$ cat src/rtl/fifo_pkg.sv
// Shared types and constants for the FIFO read-side stream adapter.
package fifo_pkg;

    localparam int DEF_DATA_WIDTH = 8;
    localparam int BUF_DEPTH      = 3;
    localparam int PTR_W          = 2;
    localparam int OCC_W          = 2;

    typedef enum logic [1:0] {
        IDLE,
        RUN,
        DRAIN
    } rd_state_e;

    typedef logic [PTR_W-1:0] ptr_t;
    typedef logic [OCC_W-1:0] occ_t;

    // Circular increment over the BUF_DEPTH buffer slots.
    function automatic ptr_t ptr_inc(input ptr_t p);
        return (p == ptr_t'(BUF_DEPTH - 1)) ? '0 : p + ptr_t'(1);
    endfunction

endpackage

$ cat src/rtl/fifo_rd_buf.sv
// Three-entry circular buffer that absorbs the FIFO's read latency.
// The caller guarantees push never happens when full (credit logic upstream).
module fifo_rd_buf
    import fifo_pkg::*;
#(
    parameter int DATA_WIDTH = DEF_DATA_WIDTH
) (
    input  logic                  clk,
    input  logic                  rst_n,
    input  logic                  push,
    input  logic [DATA_WIDTH-1:0] push_data,
    input  logic                  pop,
    output occ_t                  occ,
    output logic [DATA_WIDTH-1:0] head
);

    logic [DATA_WIDTH-1:0] mem [BUF_DEPTH];
    ptr_t                  wr_ptr;
    ptr_t                  rd_ptr;
    logic                  do_pop;

    assign do_pop = pop && (occ != '0);
    assign head   = mem[rd_ptr];

    // Pointer and occupancy tracking; simultaneous push+pop leaves occ unchanged.
    // NOTE: sequential state uses non-blocking assignments so every register
    // samples pre-edge values regardless of statement order.
    always_ff @(posedge clk or negedge rst_n) begin
        if (!rst_n) begin
            wr_ptr <= '0;
            rd_ptr <= '0;
            occ    <= '0;
        end else begin
            if (push) begin
                wr_ptr <= ptr_inc(wr_ptr);
            end
            if (do_pop) begin
                rd_ptr <= ptr_inc(rd_ptr);
            end
            case ({push, do_pop})
                2'b10:   occ <= occ + occ_t'(1);
                2'b01:   occ <= occ - occ_t'(1);
                default: occ <= occ;
            endcase
        end
    end

    // Word storage, written at the tail on push.
    // NOTE: storage is normally left unreset, but here the head drives m_data
    // directly and must read zero out of reset, so the three slots are cleared.
    always_ff @(posedge clk or negedge rst_n) begin
        if (!rst_n) begin
            for (int i = 0; i < BUF_DEPTH; i++) begin
                mem[i] <= '0;
            end
        end else if (push) begin
            mem[wr_ptr] <= push_data;
        end
    end

endmodule

$ cat src/rtl/fifo_rd_stream.sv
// Consumer-side adapter: pulls words from a synchronous FIFO read port and
// presents them on a valid/ready stream at up to one word per cycle.
// Reads are issued only against free buffer credit, so m_ready never
// reaches the FIFO read enable combinationally.
module fifo_rd_stream
    import fifo_pkg::*;
#(
    parameter int DATA_WIDTH = DEF_DATA_WIDTH,
    parameter int CNT_W      = 16
) (
    input  logic                  clk,
    input  logic                  rst_n,
    input  logic                  en,
    input  logic                  fifo_empty,
    input  logic [DATA_WIDTH-1:0] fifo_data,
    output logic                  fifo_r_en,
    output logic                  m_valid,
    input  logic                  m_ready,
    output logic [DATA_WIDTH-1:0] m_data,
    output logic                  idle,
    output logic [CNT_W-1:0]      words_out
);

    rd_state_e  state;
    logic       inflight;
    occ_t       occ;
    logic [2:0] credit_used;
    logic       accept;

    // Buffered words plus the one possibly returning from the FIFO this cycle.
    assign credit_used = {1'b0, occ} + {2'b00, inflight};
    assign fifo_r_en   = (state == RUN) && !fifo_empty && (credit_used < 3'(BUF_DEPTH));
    assign m_valid     = (occ != '0);
    assign accept      = m_valid && m_ready;
    assign idle        = (state == IDLE);

    fifo_rd_buf #(
        .DATA_WIDTH (DATA_WIDTH)
    ) u_buf (
        .clk       (clk),
        .rst_n     (rst_n),
        .push      (inflight),
        .push_data (fifo_data),
        .pop       (accept),
        .occ       (occ),
        .head      (m_data)
    );

    // Fetch control: RUN fetches, DRAIN lets buffered/in-flight words finish.
    always_ff @(posedge clk or negedge rst_n) begin
        if (!rst_n) begin
            state <= IDLE;
        end else begin
            case (state)
                IDLE: begin
                    if (en) state <= RUN;
                end
                RUN: begin
                    if (!en) state <= DRAIN;
                end
                DRAIN: begin
                    if (en) begin
                        state <= RUN;
                    end else if ((occ == '0) && !inflight) begin
                        state <= IDLE;
                    end
                end
                default: state <= IDLE;
            endcase
        end
    end

    // A read issued this cycle returns valid FIFO data next cycle.
    always_ff @(posedge clk or negedge rst_n) begin
        if (!rst_n) begin
            inflight <= 1'b0;
        end else begin
            inflight <= fifo_r_en;
        end
    end

    // Delivered-word counter, wraps naturally at 2^CNT_W.
    always_ff @(posedge clk or negedge rst_n) begin
        if (!rst_n) begin
            words_out <= '0;
        end else if (accept) begin
            words_out <= words_out + CNT_W'(1);
        end
    end

endmodule

$ cat config.mk
export PLATFORM = sky130hd
export DESIGN_NAME = fifo_rd_stream
export DESIGN_NICKNAME = d
export VERILOG_FILES = /design/src/rtl/fifo_pkg.sv /design/src/rtl/fifo_rd_buf.sv /design/src/rtl/fifo_rd_stream.sv
export SDC_FILE = /design/constraint.sdc
export NUM_CORES = 1
export LEC_CHECK = 0
export CORE_MARGIN = 5
export CORE_UTILIZATION = 52
export DETAILED_ROUTE_END_ITERATION = 8
export HOLD_SLACK_MARGIN = 0.02
export PLACE_DENSITY = 0.87
export SLEW_MARGIN = 40
export SYNTH_ARGS = -nofsm -noshare
export SYNTH_HDL_FRONTEND = slang
export SYNTH_SLANG_ARGS = --single-unit
$ cat constraint.sdc
create_clock -name clk -period 1.91 [get_ports clk]
set_input_delay 0.382 -clock clk [delete_from_list [all_inputs] [get_ports clk]]
set_output_delay 0.382 -clock clk [all_outputs]
set_load 0.01 [all_outputs]
==> results.txt <==
The leakage power total is 1.31 nW. The clock tree root buffer cell was clkbuf_8. Total DRC errors in the routed layout: 0. The worst setup path is launched from a register. STA classifies the critical path endpoint as a primary output. Number of nets in the synthesized netlist: 192. The mapped netlist covers 2200 sq um.

The tools report the overall power of the completed layout as 4.16 mW. Floorplan die width: 75.1 um. The worst pin sits at a relative slew slack of 59.5%. In this run the tool buffered the top-level ports with 39 buffer cells. The transition at the pin with the smallest max-transition slack was 0.607 ns. Measured along the y axis, the die boundary spans 75.1 um. The number of antenna violations at the first check in global routing came out at 0.

Counting the buffers created by CTS gives 5. Entering global routing, the biggest net connects 50 pins. The longest clock path from root to sink contains 2 buffers. Clock-pin slew was measured on the worst setup and hold paths at 0.09 ns. The master of the slowest instance on the critical path is dfrtp_1. For the number of global-route vias before repair, the log shows 1,542. The synthesized design contains 0 enable-type register cells. The final number of setup-violating endpoints is 1. TritonCTS built the clock tree. Summing all non-filler instances in the final layout gives an area of 2840 sq um. The die covers 5640 sq um. In the synthesized netlist, mux cells make up 17.3% of the area. STA puts the critical path data required time at 1.53 ns. The run gives 2 as the H-tree depth. For this block, the routed nets add up to 4220 um of wire. Clock skew on the completed layout was measured at 0.00904 ns. The per-instance average area after synthesis is 12.6 sq um, and the post-detailed-route count of antenna-violating nets is 0. The first global-routing pass estimated 7290 um of wire. The detailed router finished its first iteration with 50 violations. The xor and xnor fraction of the mapped netlist area is 7.16%, and the count of placed standard cells in the final layout, fillers left out is 282. Setup repair after global routing could not meet its margin everywhere. The share of cells above drive strength 1 came out at 27.6%.

Commonest non-fill, non-tap cell in the layout: dfrtp_1. The flop and latch count out of synthesis was 49; the number of primary I/O pins was 40. Once placement finished, the instance area stood at 2730 sq um.

Once the floorplan was initialized, standard cells occupied 54.3% of the core. Detailed routing inserted a total of 1,461 vias. The number of distinct library cell variants in the gate-level netlist after synthesis is 33, and the iteration count of the initial detailed-routing pass is 4. The total count of max-transition violations in the final report was 0.

The kind of path behind the tightest hold check was input pin to asynchronous set/reset pin. Detailed placement finished with a half-perimeter wire length of 2930 um. During synthesis, Yosys emitted a total of 0 warnings. The setup path with the least slack is of type register to primary output. At the placement stage, the worst setup path has a slack of -0.380 ns. Along the worst path, the maximum fanout reaches 2. The final critical path takes up 103% of the cycle. Number of hold violations in the final report: 0. In the layout the commonest cells are dfrtp_1 (49), clkdlybuf4s50_1 (28), nand2_1 (19). The post-synthesis compound-gate area fraction is 4.49%, and the largest stage delay on the critical path is 0.39 ns. VDD sags by at most 0.000723 V. In the synthesized netlist the async set-or-reset flop fraction comes to 100%. The number of placed instances, taps included, is 273.

For the number of hold-repair buffers added at the cts stage, the log shows 0. Compared with the post-synthesis result, the final layout area differs by 29.0%. For this design, the sink count on the clock tree is 49. The final reports fail on setup timing. The minimum setup slack in the final design is -0.0618 ns, and the via density per instance is 5.18. The tool flagged a number of max-cap violations equal to 0.

The worst path needs 1.97 ns of the cycle, external delays included. After Yosys synthesis, and, or, nand and nor cells account for 11.2% of the synthesized area. The initialized floorplan defines 23 standard-cell rows. The power per unit of standard cell area was 1460 nW/um^2.

The flow ran to the end, but the final reports show violations. Most used flip-flop cell after synthesis: dfrtp_1. The number of antenna diodes in the final layout is 0. Of the synthesized area, sequential elements account for 55.7%.

The total overflow left after global routing is 0. Clock latency on the worst-skew pair, taken at its later pin, is 0.30 ns. Dominant combinational cell family by area after synthesis: multiplexers.

Dividing the detail-routed wire length by the instance count gives 15.0 um. Walking the worst path, the cells encountered are ha_2 > ha_4 > a2111oi_4 > buf_2. In the synthesized netlist, the number of instances is 175. The congestion estimate from routability-driven global placement came to 0.771. Timing would allow up to 0.507 GHz. After the last flow step, the layout net total stands at 248. After Yosys synthesis, full adders, half adders and majority gates account for 2.27% of the synthesized area. At the worst endpoint, the arrival time is 1.59 ns.

The run gives 17.5% as the global router's overall resource usage. The core region is 4060 sq um.
==> state kept, by name (all words and copies together), names as in the netlist <==
| name | flops |
|---|---|
| inflight | 1 |
| state | 2 |
| u_buf.mem | 24 |
| u_buf.occ | 2 |
| u_buf.rd_ptr | 2 |
| u_buf.wr_ptr | 2 |
| words_out | 16 |
==> final timing paths <==
path                                from             to  slack [ns]  depth (start not counted)
min in group clk           words_out[15]  words_out[15]        0.48                          1
min reg2reg                words_out[15]  words_out[15]        0.48                          1
max reg2reg                 u_buf.occ[1]   u_buf.occ[1]        0.21                          7
max in group asynchronous          rst_n  u_buf.mem[18]        1.32                          2
max                         u_buf.occ[0]      fifo_r_en       -0.06                          4
min                                rst_n   words_out[2]        0.16                          2
==> where the power goes <==
part	internal [mW]	total, mW	switching (mW)
Clock	0.327	0.650	0.322
Combinational	1.00	1.77	0.775
Sequential	1.43	1.73	0.297
Total	2.76	4.16	1.39
==> synthesized netlist by cell type (all sizes together), types with 3 or more instances <==
cell	instances	share of area [%]
dfrtp	49	56
mux2	24	14
nand2	19	3.2
xnor2	12	4.8
o21ai	10	2.3
mux2i	8	3.6
nor2	7	1.2
xor2	6	2.4
inv	5	0.85
nand4	5	1.7
ha	4	2.3
nand3	4	0.91
buf	3	0.91
nor3	3	1.2
==> cell type report <==
type                            instances  area, sq um
Clock buffer                            7         96.3
Fill cell                             267         1220
Timing Repair Buffer                   53          459
Tap cell                               50         62.6
Sequential cell                        49         1230
Multi-Input combinational cell        117          973
Inverter                                5         18.8
Clock inverter                          1         5.00
==> metrics by stage <==
step                      utilization, %  setup TNS, ns  hold WS (ns)
after CTS                           70.1        -0.0695         0.186
after global routing                70.0         -0.150         0.223
final                               70.0        -0.0618         0.158
after detailed placement            67.2         -0.380         0.475
after floorplan                        -              0        0.0864
after global placement              67.2         -0.356         0.459
==> worst max-delay path: cells and delay by family, from the launching register on <==
family | cells | cell delay (ns)
AO/OA/AOI/OAI | 1 | 0.30
adder cells (fa/ha/maj) | 2 | 0.42
buffers and inverters | 1 | 0.19
flip-flops | 1 | 0.39
==> kinds of logic after synthesis <==
kind of cell	count (synthesis)
fa+ha+maj	4
compound gates	16
simple gates	47
flops	49
mux	32
buf+inv	9
xor+xnor	18
==> repair_timing <==
action,CTS,global route
endpoints found under the setup margin,10,9
resized for setup,21,16
gates cloned,0,0
pin swaps,2,0
setup buffers,0,1
==> layer usage <==
metal	up-vias	routed length, um	track usage (%)
met2	23	2070	27.7
met4	0	88	7.11
li1	717	-	-
met5	-	0	0
met3	9	162	4.54
met1	712	1900	22.8
Note: power is estimated with default switching activity, not from simulation.
